$ cat src/rtl/sprite_line_scanner_pkg.sv
// Shared video definitions for the sprite line scanner: attribute widths,
// the render-entry record and the scanner FSM states.
package sprite_line_scanner_pkg;
  localparam int SPR_SLOTS = 64;
  localparam int SLOT_W    = 6;
  localparam int X_W       = 9;
  localparam int Y_W       = 8;
  localparam int IDX_W     = 10;
  localparam int PAL_W     = 2;
  localparam int ROW_W     = 3;
  localparam int CNT_W     = 6;

  typedef struct packed {
    logic [X_W-1:0]   x;
    logic [IDX_W-1:0] idx;
    logic [ROW_W-1:0] row;
    logic [PAL_W-1:0] palette;
    logic             prio;
    logic             hflip;
  } ent_t;

  typedef enum logic [1:0] {IDLE, SCAN, FLUSH} state_t;
endpackage

$ cat src/rtl/sprite_line_scanner_hit_calc.sv
// Combinational vertical hit test for one sprite against one line: row within
// the 8x8 tile (after vflip) and tile index bumped for the lower half of 16-tall sprites.
module sprite_hit_calc
  import sprite_line_scanner_pkg::*;
(
  input  logic [Y_W-1:0]   i_line,
  input  logic [Y_W-1:0]   i_y,
  input  logic [IDX_W-1:0] i_idx,
  input  logic             i_h16,
  input  logic             i_vflip,
  output logic             o_hit,
  output logic [ROW_W-1:0] o_row,
  output logic [IDX_W-1:0] o_idx
);
  logic [Y_W-1:0] w_dy;
  logic [3:0]     w_hmax;
  logic [3:0]     w_r;

  // 8-bit subtraction wraps, so sprites near the bottom reach into the top lines
  assign w_dy   = i_line - i_y;
  assign w_hmax = i_h16 ? 4'd15 : 4'd7;
  assign o_hit  = (w_dy <= {4'b0, w_hmax});
  assign w_r    = i_vflip ? (w_hmax - w_dy[3:0]) : w_dy[3:0];
  assign o_row  = w_r[2:0];
  assign o_idx  = i_idx + {{(IDX_W-1){1'b0}}, i_h16 & w_r[3]};
endmodule

$ cat src/rtl/sprite_line_scanner.sv
// Per-line sprite scanner: walks all attribute slots through a 2-stage pipeline
// and emits one render entry per hit over a valid/ready handshake.
module sprite_line_scanner
  import sprite_line_scanner_pkg::*;
#(
  parameter int MAX_PER_LINE = 32
) (
  input  logic              clk,
  input  logic              reset,
  input  logic              line_start,
  input  logic [Y_W-1:0]    line_num,
  output logic [SLOT_W-1:0] spr_sel,
  input  logic [X_W-1:0]    spr_x,
  input  logic [Y_W-1:0]    spr_y,
  input  logic [IDX_W-1:0]  spr_idx,
  input  logic              spr_priority,
  input  logic [PAL_W-1:0]  spr_palette,
  input  logic              spr_h16,
  input  logic              spr_vflip,
  input  logic              spr_hflip,
  output logic              ent_valid,
  input  logic              ent_ready,
  output logic [X_W-1:0]    ent_x,
  output logic [IDX_W-1:0]  ent_idx,
  output logic [ROW_W-1:0]  ent_row,
  output logic [PAL_W-1:0]  ent_palette,
  output logic              ent_priority,
  output logic              ent_hflip,
  output logic              busy,
  output logic              done,
  output logic [CNT_W-1:0]  count,
  output logic              overflow
);
  localparam logic [SLOT_W-1:0] LAST_SLOT = SLOT_W'(SPR_SLOTS - 1);

  state_t             r_state, w_state_nxt;
  logic [Y_W-1:0]     r_line;
  logic [SLOT_W-1:0]  r_slot;
  logic               r_issue;

  logic               r_s0_vld, r_s0_last;
  logic [X_W-1:0]     r_s0_x;
  logic [Y_W-1:0]     r_s0_y;
  logic [IDX_W-1:0]   r_s0_idx;
  logic [PAL_W-1:0]   r_s0_pal;
  logic               r_s0_prio, r_s0_h16, r_s0_vflip, r_s0_hflip;

  ent_t               r_ent;
  logic               r_vld;
  logic [CNT_W-1:0]   r_count;
  logic               r_ovf;
  logic               r_done;

  logic               w_hit, w_stall, w_room, w_load, w_last_eval, w_fin, w_busy;
  logic [ROW_W-1:0]   w_row;
  logic [IDX_W-1:0]   w_idx;

  sprite_hit_calc u_hit (
    .i_line  (r_line),
    .i_y     (r_s0_y),
    .i_idx   (r_s0_idx),
    .i_h16   (r_s0_h16),
    .i_vflip (r_s0_vflip),
    .o_hit   (w_hit),
    .o_row   (w_row),
    .o_idx   (w_idx)
  );

  // A hit facing an unaccepted entry freezes stage 1, stage 0 and the slot counter
  assign w_stall     = r_s0_vld & w_hit & r_vld & ~ent_ready;
  assign w_room      = (r_count < CNT_W'(MAX_PER_LINE));
  assign w_load      = r_s0_vld & w_hit & ~w_stall & w_room;
  assign w_last_eval = r_s0_vld & r_s0_last & ~w_stall;

  always_ff @(posedge clk or posedge reset) begin
    if (reset) r_state <= IDLE;
    else       r_state <= w_state_nxt;
  end

  always_comb begin
    w_state_nxt = r_state;
    if (line_start) w_state_nxt = SCAN;
    else begin
      case (r_state)
        SCAN:    if (w_last_eval) w_state_nxt = FLUSH;
        FLUSH:   if (!r_vld || ent_ready) w_state_nxt = IDLE;
        default: w_state_nxt = r_state;
      endcase
    end
  end

  always_comb begin
    w_busy = (r_state != IDLE);
    w_fin  = (r_state == FLUSH) & ~line_start & (~r_vld | ent_ready);
  end

  // Slot counter and stage 0 attribute capture
  always_ff @(posedge clk or posedge reset) begin
    if (reset) begin
      r_line     <= '0;
      r_slot     <= '0;
      r_issue    <= 1'b0;
      r_s0_vld   <= 1'b0;
      r_s0_last  <= 1'b0;
      r_s0_x     <= '0;
      r_s0_y     <= '0;
      r_s0_idx   <= '0;
      r_s0_pal   <= '0;
      r_s0_prio  <= 1'b0;
      r_s0_h16   <= 1'b0;
      r_s0_vflip <= 1'b0;
      r_s0_hflip <= 1'b0;
    end else if (line_start) begin
      r_line   <= line_num;
      r_slot   <= '0;
      r_issue  <= 1'b1;
      r_s0_vld <= 1'b0;
    end else if (!w_stall) begin
      r_s0_vld   <= r_issue;
      r_s0_last  <= (r_slot == LAST_SLOT);
      r_s0_x     <= spr_x;
      r_s0_y     <= spr_y;
      r_s0_idx   <= spr_idx;
      r_s0_pal   <= spr_palette;
      r_s0_prio  <= spr_priority;
      r_s0_h16   <= spr_h16;
      r_s0_vflip <= spr_vflip;
      r_s0_hflip <= spr_hflip;
      if (r_issue) begin
        if (r_slot == LAST_SLOT) r_issue <= 1'b0;
        else                     r_slot  <= r_slot + 1'b1;
      end
    end
  end

  // Output entry register, per-line count and overflow
  always_ff @(posedge clk or posedge reset) begin
    if (reset) begin
      r_ent   <= '0;
      r_vld   <= 1'b0;
      r_count <= '0;
      r_ovf   <= 1'b0;
      r_done  <= 1'b0;
    end else begin
      r_done <= w_fin;
      if (line_start) begin
        r_vld   <= 1'b0;
        r_count <= '0;
        r_ovf   <= 1'b0;
      end else begin
        if (w_load) begin
          r_ent   <= '{x: r_s0_x, idx: w_idx, row: w_row, palette: r_s0_pal,
                       prio: r_s0_prio, hflip: r_s0_hflip};
          r_vld   <= 1'b1;
          r_count <= r_count + 1'b1;
        end else if (ent_ready) begin
          r_vld <= 1'b0;
        end
        if (r_s0_vld && w_hit && !w_stall && !w_room) r_ovf <= 1'b1;
      end
    end
  end

  assign spr_sel      = r_slot;
  assign ent_valid    = r_vld;
  assign ent_x        = r_ent.x;
  assign ent_idx      = r_ent.idx;
  assign ent_row      = r_ent.row;
  assign ent_palette  = r_ent.palette;
  assign ent_priority = r_ent.prio;
  assign ent_hflip    = r_ent.hflip;
  assign busy         = w_busy;
  assign done         = r_done;
  assign count        = r_count;
  assign overflow     = r_ovf;
endmodule

$ cat config.mk
export PLATFORM = sky130hd
export DESIGN_NAME = sprite_line_scanner
export DESIGN_NICKNAME = d
export VERILOG_FILES = /design/src/rtl/sprite_line_scanner_pkg.sv /design/src/rtl/sprite_line_scanner_hit_calc.sv /design/src/rtl/sprite_line_scanner.sv
export SDC_FILE = /design/constraint.sdc
export NUM_CORES = 1
export LEC_CHECK = 0
export BUFFER_PORTS_ARGS = -buffer_cell sky130_fd_sc_hd__buf_2
export CORE_MARGIN = 1.5
export CORE_UTILIZATION = 49
export DETAILED_ROUTE_END_ITERATION = 12
export PLACE_DENSITY = 0.73
export SYNTH_ARGS = -nofsm -noshare
export SYNTH_HDL_FRONTEND = slang
export SYNTH_HIERARCHICAL = 1
export SYNTH_SLANG_ARGS = --single-unit
export TNS_END_PERCENT = 1
$ cat constraint.sdc
create_clock -name clk -period 3.7 [get_ports clk]
set_clock_uncertainty 0.05 [all_clocks]
set_input_delay 0.74 -clock clk [delete_from_list [all_inputs] [get_ports clk]]
set_output_delay 0.74 -clock clk [all_outputs]
set_load 0.05 [all_outputs]
==> results by group, run 1 <==
Worst hold path
  • Hold EP: ent_x[1]$_DFFE_PP0P_
  • Hold Startpoint: ent_x[1]$_DFFE_PP0P_
  • Worst hold path type: flip-flop to flip-flop
  • Worst Hold Path Cells: 1

Timing
  • Final worst-path cycle share: 93.0%
  • Worst slew margin: around a third
  • Pins Over Slew Limit: 0
  • Final TNS setup: 0 ps
  • RSZ-0062 raised after global routing: no
  • # setup viols final: 0
  • Hold Fails Final Rpt: 0
  • Achievable frequency: 290 MHz
  • Worst setup margin: 258 ps
  • Worst slew pin tran: 985 ps
  • Minimum clock period after layout: 3440 ps

Global route
  • GRT Util Overall: 18.5%
  • Number of global-route vias before repair: ~2700
  • Largest net degree at the start of global routing: 45
  • First-pass GRT wire length: 12300 um
  • Initial antenna violation count: 1
  • Grt ovf: 0

Yosys
  • Cells after synthesis: 305
  • Synth Warn #: 6
  • Mean post-synth cell area: 13.0 um2
  • Mapped Area: 3960 um2
  • Synthesis-stage register bit count: 87
  • Distinct cells, synth: 44
  • Register area share after synthesis: 55.0%
  • Top cell type's share of synthesized area: 55.0%
  • Yosys top cell by area: dfrtp_1
  • FFs w/ async S/R, synth: 100%
  • Largest cells by area after synthesis: dfrtp_1, mux2_2, ha_1
  • Number of flops mapped to enable cells by yosys: 0
  • Synthesized Nets: about 360
  • Primary FF master, synth: dfrtp_1

Drt
  • Vias: ~2600
  • Number of detailed-route iterations in the first pass: 4
  • Initial drt markers: 60
  • Avg Vias per Cell: 5.17
  • Routed Antenna Nets: 0
  • Remaining DRCs: 0
  • Drt wl/cell: 14.4 um
  • Total Wirelength: 7230 um

Clock network
  • CTS tree: yes
  • Clk_lat worst skew: 340 ps
  • Hold-fix buffers at CTS: 0
  • CTS sink cnt: just under 90
  • Clk root buf: clkbuf_8
  • Clk buf depth: 2
  • Buffer count from post-CTS setup fixing: 0
  • Total CTS buffers: 9
  • Clock Pin Slew Worst Setup and Hold Paths: 80 ps
  • H-tree Lvls: 3
  • CTS resizes: 0

Die
  • FP Rows: 32
  • Die Ht: 92.8 um
  • Die width: 92.8 um
  • I/O Pins: 87
  • CORE AREA: between 7000 and 8000 um2
  • Die area: around 8600 um2
  • Initial Util: 50.9%

Worst setup path
  • Worst path top cell family by delay: simple AND/OR/NAND/NOR gates
  • Buffers plus inverters on the worst setup path: 1
  • Slowest stage cell, crit path: nor2b_4
  • Critical path fanouts, max: 34
  • Worst Setup Start Kind: flip-flop
  • Worst reg-to-reg path cell count: 13
  • Reg2reg end: r_s0_y[2]$_DFFE_PP0P_
  • Worst R2R Start: r_s0_y[1]$_DFFE_PP0P_
  • Register-to-register setup slack: 260 ps
  • Crit path largest cell delay: 830 ps
  • CP Data Arrival Time: 3620 ps
  • Crit. End Element: flip-flop
  • Setup CP Type: flip-flop to flip-flop
  • Crit-path cells: inv_1 -> ha_1 -> nor2b_1 -> o31a_1 -> a21oi_1 -> ha_1 -> nand2_1 -> o31ai_1 -> o221ai_1 -> nor3_2 -> nand4b_1 -> nor2b_4 -> mux2_2
  • Crit-path most repeated cell: ha_1
  • Crit path required time: approximately 3900 ps

Placement
  • Post-DP Area: between 4000 and 5000 um2
  • Post-place setup slack: roughly 280 ps
  • Placed Cells: approximately 490
  • Hpwl dp: 5200 um
  • GP Congestion: 0.791
  • Port bufs: 86

Finish
  • Non-Filler Instances: 502
  • ANT cells: 0
  • Final non-filler cell area: 4700 um2
  • Layout net count: 454
  • Commonest non-fill, non-tap cells in the layout: dfrtp_1, buf_2, mux2_2, nor2_1, xnor2_1
  • Ratio of cells with drive above 1 in the final layout: between 40% and 50%
  • # fillers: around 680
  • Commonest non-fill, non-tap cell in the layout: dfrtp_1
  • Area delta synth->final: 18.9%

Status
  • Status: complete, no violations

Pwr
  • VDD IR max: 0.350 mV
  • Tot Pwr: 2.90 mW
  • Pwr Density: 616 nW/um2
  • Leak: approximately 2.3 nW

Flow run
  • Max-cap check violation count: 0
-- sequential cells by signal, summed over array words and instances (netlist names), 3 cells and up --
register  cells
ent_idx      10
r_s0_idx     10
ent_x         9
r_s0_x        9
r_line        8
r_s0_y        8
count         6
spr_sel       6
ent_row       3
-- stage by stage --
step	hold slack, ps	util, %
2_1_floorplan	410	-
3_3_place_gp	419	58.0
3_5_place_dp	421	58.0
4_1_cts	442	60.5
5_1_grt	460	60.5
6_report	437	60.5
-- metal layers --
layer / vias to the layer above / wire length [um] / track usage, %
met2: 64 / 3360 / 29.9
met4: 0 / 111 / 7.20
li1: 1248 / - / -
met1: 1275 / 3380 / 24.6
met3: 8 / 386 / 3.61
met5: - / 0 / 0
-- cell usage after synthesis, types with 2 or more instances --
| master | number |
|---|---|
| o31ai_1 | 2 |
| mux2i_1 | 5 |
| dfrtp_1 | 87 |
| buf_2 | 6 |
| inv_1 | 14 |
| buf_6 | 2 |
| nor4b_1 | 2 |
| nor3_1 | 2 |
| nand2_1 | 6 |
| nand3_1 | 10 |
| or2_2 | 2 |
| xnor2_1 | 14 |
| o21ai_0 | 4 |
| and3_1 | 2 |
| nor2b_1 | 4 |
| a21oi_1 | 10 |
| mux2_2 | 67 |
| a21o_1 | 4 |
| nor2_1 | 21 |
| ha_1 | 12 |
| xor2_1 | 6 |
-- kinds of logic after synthesis --
family / after synthesis / synth area share, %
DFF: 87 / 55.0
muxes: 73 / 20.6
and+or+nand+nor: 59 / 7.97
AOI/OAI and AO/OA: 29 / 4.78
buffers and inverters: 24 / 2.85
xor gates and xnor gates: 20 / 4.43
adders and majority gates: 13 / 4.30
-- worst max-delay path by stage --
| stage | startpoint | end | cells past startpoint |
|---|---|---|---|
| after global placement | r_s0_y[1]$_DFFE_PP0P_ | r_s0_x[4]$_DFFE_PP0P_ | 13 |
| after global routing | r_s0_y[1]$_DFFE_PP0P_ | r_s0_y[2]$_DFFE_PP0P_ | 13 |
| final | r_s0_y[1]$_DFFE_PP0P_ | r_s0_y[2]$_DFFE_PP0P_ | 13 |
| after CTS | r_s0_y[1]$_DFFE_PP0P_ | r_s0_last$_DFFE_PP0P_ | 13 |
| after detailed placement | r_s0_y[1]$_DFFE_PP0P_ | r_s0_y[1]$_DFFE_PP0P_ | 13 |
| after floorplan | r_line[1]$_DFFE_PP0P_ | ent_idx[2]$_DFFE_PP0P_ | 13 |
-- cell type report --
| type | count | area, um2 | area share (%) |
|---|---|---|---|
| well taps | 102 | 128 | 2.71 |
| multi-input cells | 194 | 1670 | 35.6 |
| inverters | 14 | 53.8 | 1.14 |
| repair buffers | 90 | 473 | 10.1 |
| clock buffers | 11 | 141 | 3.01 |
| clock inverters | 4 | 55.1 | 1.17 |
| flip-flops and latches | 87 | 2180 | 46.3 |
-- report_power, final --
group,switching (mW),leakage (nW),internal (mW)
logic,0.688,1.11,0.323
clock network,0.324,0.101,0.332
registers,0.102,1.09,1.13
total,1.11,2.30,1.78
(Power assumes the default switching activity.)
==> run 2, diff against run 1 <==
--- a/config.mk
+++ b/config.mk
@@ -5,6 +5,7 @@
 export SDC_FILE = /design/constraint.sdc
 export NUM_CORES = 1
 export LEC_CHECK = 0
+export ABC_AREA = 1
 export BUFFER_PORTS_ARGS = -buffer_cell sky130_fd_sc_hd__buf_2
 export CORE_MARGIN = 1.5
 export CORE_UTILIZATION = 49
==> run 2 against run 1 <==
  * Sequential cell count is the same
  * Combinational power is essentially flat
  * First-iteration DRC count grew to 3.0 times the previous value
  * Core utilization shrank 0.97 points
  * Setup slack gained 120 ps
  * Synthesized cell count grew 70%
  * Count of clock-buffer cells in the layout is the same
==> results by group, run 2 <==
Status
  • Status: complete, no violations

Finish
  • Layout net count: 662
  • Ratio of cells with drive above 1 in the final layout: 20.2%
  • Final core utilization: 59.5%
  • ANT cells: 0
  • Non-Filler Instances: 714
  • Area delta synth->final: 16.8%
  • Commonest non-fill, non-tap cell in the layout: nand2_1
  • # fillers: 784
  • Commonest non-fill, non-tap cells in the layout: nand2_1, dfrtp_1, buf_2, inv_1, o21ai_0

Drt
  • Initial drt markers: 179
  • Routed Antenna Nets: 0
  • Number of detailed-route iterations in the first pass: 5
  • Remaining DRCs: 0
  • Vias: between 3000 and 4000
  • Total Wirelength: 9340 um
  • Drt wl/cell: approximately 13 um
  • Avg Vias per Cell: 4.96

Worst setup path
  • Slowest stage cell, crit path: inv_2
  • Setup CP Type: flip-flop to flip-flop
  • Critical path fanouts, max: 34
  • Crit. End Element: flip-flop
  • Crit path required time: 3930 ps
  • Worst Setup Start Kind: flip-flop
  • Crit-path cells: ha_1 -> a21oi_1 -> nand2_1 -> xor2_1 -> ha_1 -> nand3b_1 -> nor2_1 -> nor2_1 -> nor2_2 -> nand2_1 -> nor2_1 -> nand2_2 -> nor2_2 -> nor2_4 -> inv_2 -> nand2_1 -> nand2_1
  • CP Data Arrival Time: 3560 ps
  • Crit path largest cell delay: roughly 460 ps
  • Crit-path most repeated cell: nand2_1

Clock network
  • CTS sink cnt: 87
  • Clk buf depth: 2
  • Clock Pin Slew Worst Setup and Hold Paths: 90 ps
  • Total CTS buffers: 9
  • Hold-fix buffers at CTS: 0
  • H-tree Lvls: 3
  • CTS resizes: 0
  • Clk_lat worst skew: about 350 ps
  • Buffer count from post-CTS setup fixing: 0
  • CTS tree: yes
  • Clk root buf: clkbuf_8

Global route
  • Met1 usage: 29.6%
  • GRT Util Overall: around 22%
  • GR peak layer: met2
  • Grt ovf: 0
  • Initial antenna violation count: 0
  • Number of global-route vias before repair: 3346
  • Met3 GRT Util: 3.55%
  • Largest net degree at the start of global routing: 55
  • GR Layer Usage met2: a little over a third
  • First-pass GRT wire length: 15200 um

Yosys
  • Mean post-synth cell area: between 8 and 9 um2
  • Synth Warn #: 6
  • FFs w/ async S/R, synth: 100%
  • Largest cells by area after synthesis: dfrtp_1, nand2_1, o21ai_0
  • Primary FF master, synth: dfrtp_1
  • Yosys top cell by area: dfrtp_1
  • Number of flops mapped to enable cells by yosys: 0
  • Most common cell in the netlist: nand2_1
  • Synthesized Nets: 577
  • Synthesis-stage register bit count: 87
  • Mapped Area: 4210 um2
  • Post-synth top cells: nand2_1, dfrtp_1, inv_1
  • Top cell type's share of synthesized area: 51.7%
  • Register area share after synthesis: 51.7%
  • Cells after synthesis: 519
  • Distinct cells, synth: 32

Pwr
  • Pwr Density: 597 nW/um2
  • Leak: between 2 and 3 nW
  • VDD IR max: 0.217 mV
  • Tot Pwr: between 2 and 3 mW

Worst hold path
  • Worst hold path type: flip-flop to flip-flop

Placement
  • Placed Cells: 697
  • Port bufs: 86
  • Hpwl dp: 6400 um
  • GP Congestion: a little under 0.8
  • Post-place setup slack: 167 ps

Die
  • Die Ht: between 90 and 100 um
  • CORE AREA: 8260 um2
  • Die area: a little over 9000 um2
  • I/O Pins: 87
  • Die width: 95.7 um
  • FP Rows: 33
  • Initial Util: 51.0%

Timing
  • Achievable frequency: 301 MHz
  • Worst slew pin tran: a little over 900 ps
  • Pins Over Slew Limit: 0
  • # setup viols final: 0
  • Final worst-path cycle share: between 80% and 90%
  • Final TNS setup: 0 ps
  • RSZ-0062 raised after global routing: no
  • Worst slew margin: 37.7%
  • Worst setup margin: 377 ps
  • Minimum clock period after layout: between 3000 and 4000 ps
  • Hold Fails Final Rpt: 0

Flow run
  • Max-cap check violation count: 0
==> run 2: cell types whose count changed after synthesis, moves of 5 or more <==
| cell | before | now |
|---|---|---|
| xnor2_1 | 14 | 8 |
| clkbuf_1 | 1 | 6 |
| mux2_2 | 67 | 0 |
| nand3b_1 | 0 | 5 |
| mux2i_1 | 5 | 0 |
| inv_1 | 14 | 34 |
| o21ai_0 | 4 | 31 |
| nor2_1 | 21 | 16 |
| nand2_1 | 6 | 245 |
| nand3_1 | 10 | 18 |
==> run 2: path summary, 6_finish.rpt <==
| check | startpoint | to | slack [ps] | depth (start not counted) |
|---|---|---|---|---|
| min reg2reg | r_state[0]$_DFFE_PP0P_ | done$_DFF_PP0_ | 410 | 1 |
| max | r_line[2]$_DFFE_PP0P_ | r_s0_h16$_DFFE_PP0P_ | 380 | 17 |
| min | r_state[0]$_DFFE_PP0P_ | done$_DFF_PP0_ | 410 | 1 |
| max in group asynchronous | reset | r_s0_y[7]$_DFFE_PP0P_ | 2320 | 3 |
| min in group asynchronous | reset | ent_x[2]$_DFFE_PP0P_ | 510 | 2 |
| max reg2reg | r_line[2]$_DFFE_PP0P_ | r_s0_h16$_DFFE_PP0P_ | 380 | 17 |
==> run 2: area by class of cell <==
class | instances | area, um2 | area share, %
Sequential cell | 87 | 2180 | 44.3
Clock inverter | 5 | 56.3 | 1.15
Clock buffer | 11 | 141 | 2.88
Multi-Input combinational cell | 379 | 1810 | 36.7
Tap cell | 105 | 131 | 2.67
Inverter | 36 | 136 | 2.77
Timing Repair Buffer | 91 | 468 | 9.52
==> run 2: kinds of logic (layout without fill, tap and decap cells) <==
group | after synthesis | in the layout | share of synthesized area (%)
xor+xnor | 17 | 17 | 3.54
flops | 87 | 87 | 51.7
buf+inv | 54 | 143 | 5.56
compound gates | 46 | 46 | 5.59
simple gates | 302 | 303 | 29.6
fa+ha+maj | 13 | 13 | 4.04
==> run 2: worst max-delay path, delay by kind of cell, from the launching register on <==
family	cells	cell delay, ps
DFF	1	390
adders and majority gates	2	680
and+or+nand+nor	12	1340
AOI/OAI and AO/OA	1	160
xor gates and xnor gates	1	170
buffers and inverters	1	460
==> run 2: report_power, final <==
| group | switching (mW) | total [mW] | leakage [nW] | internal [mW] |
|---|---|---|---|---|
| clock | 0.339 | 0.670 | 0.0997 | 0.331 |
| sequential | 0.104 | 1.23 | 1.12 | 1.13 |
| combinational | 0.783 | 1.03 | 1.57 | 0.252 |
| total | 1.23 | 2.93 | 2.79 | 1.71 |
==> run 2: per-stage QoR <==
stage / hold slack [ps] / instance area [um2]
after floorplan: 381 / 4210
after global placement: 399 / 4710
after detailed placement: 409 / 4710
after CTS: 415 / 4910
after global routing: 445 / 4920
final: 408 / 4920
==> run 2: per-layer routing <==
layer / routed length [um] / share of wire [%] / up-vias
met4: 96 / 1.0 / 0
met3: 430 / 4.6 / 7
met2: 4460 / 48 / 85
met5: 0 / 0 / -
li1: - / - / 1787
met1: 4350 / 47 / 1662
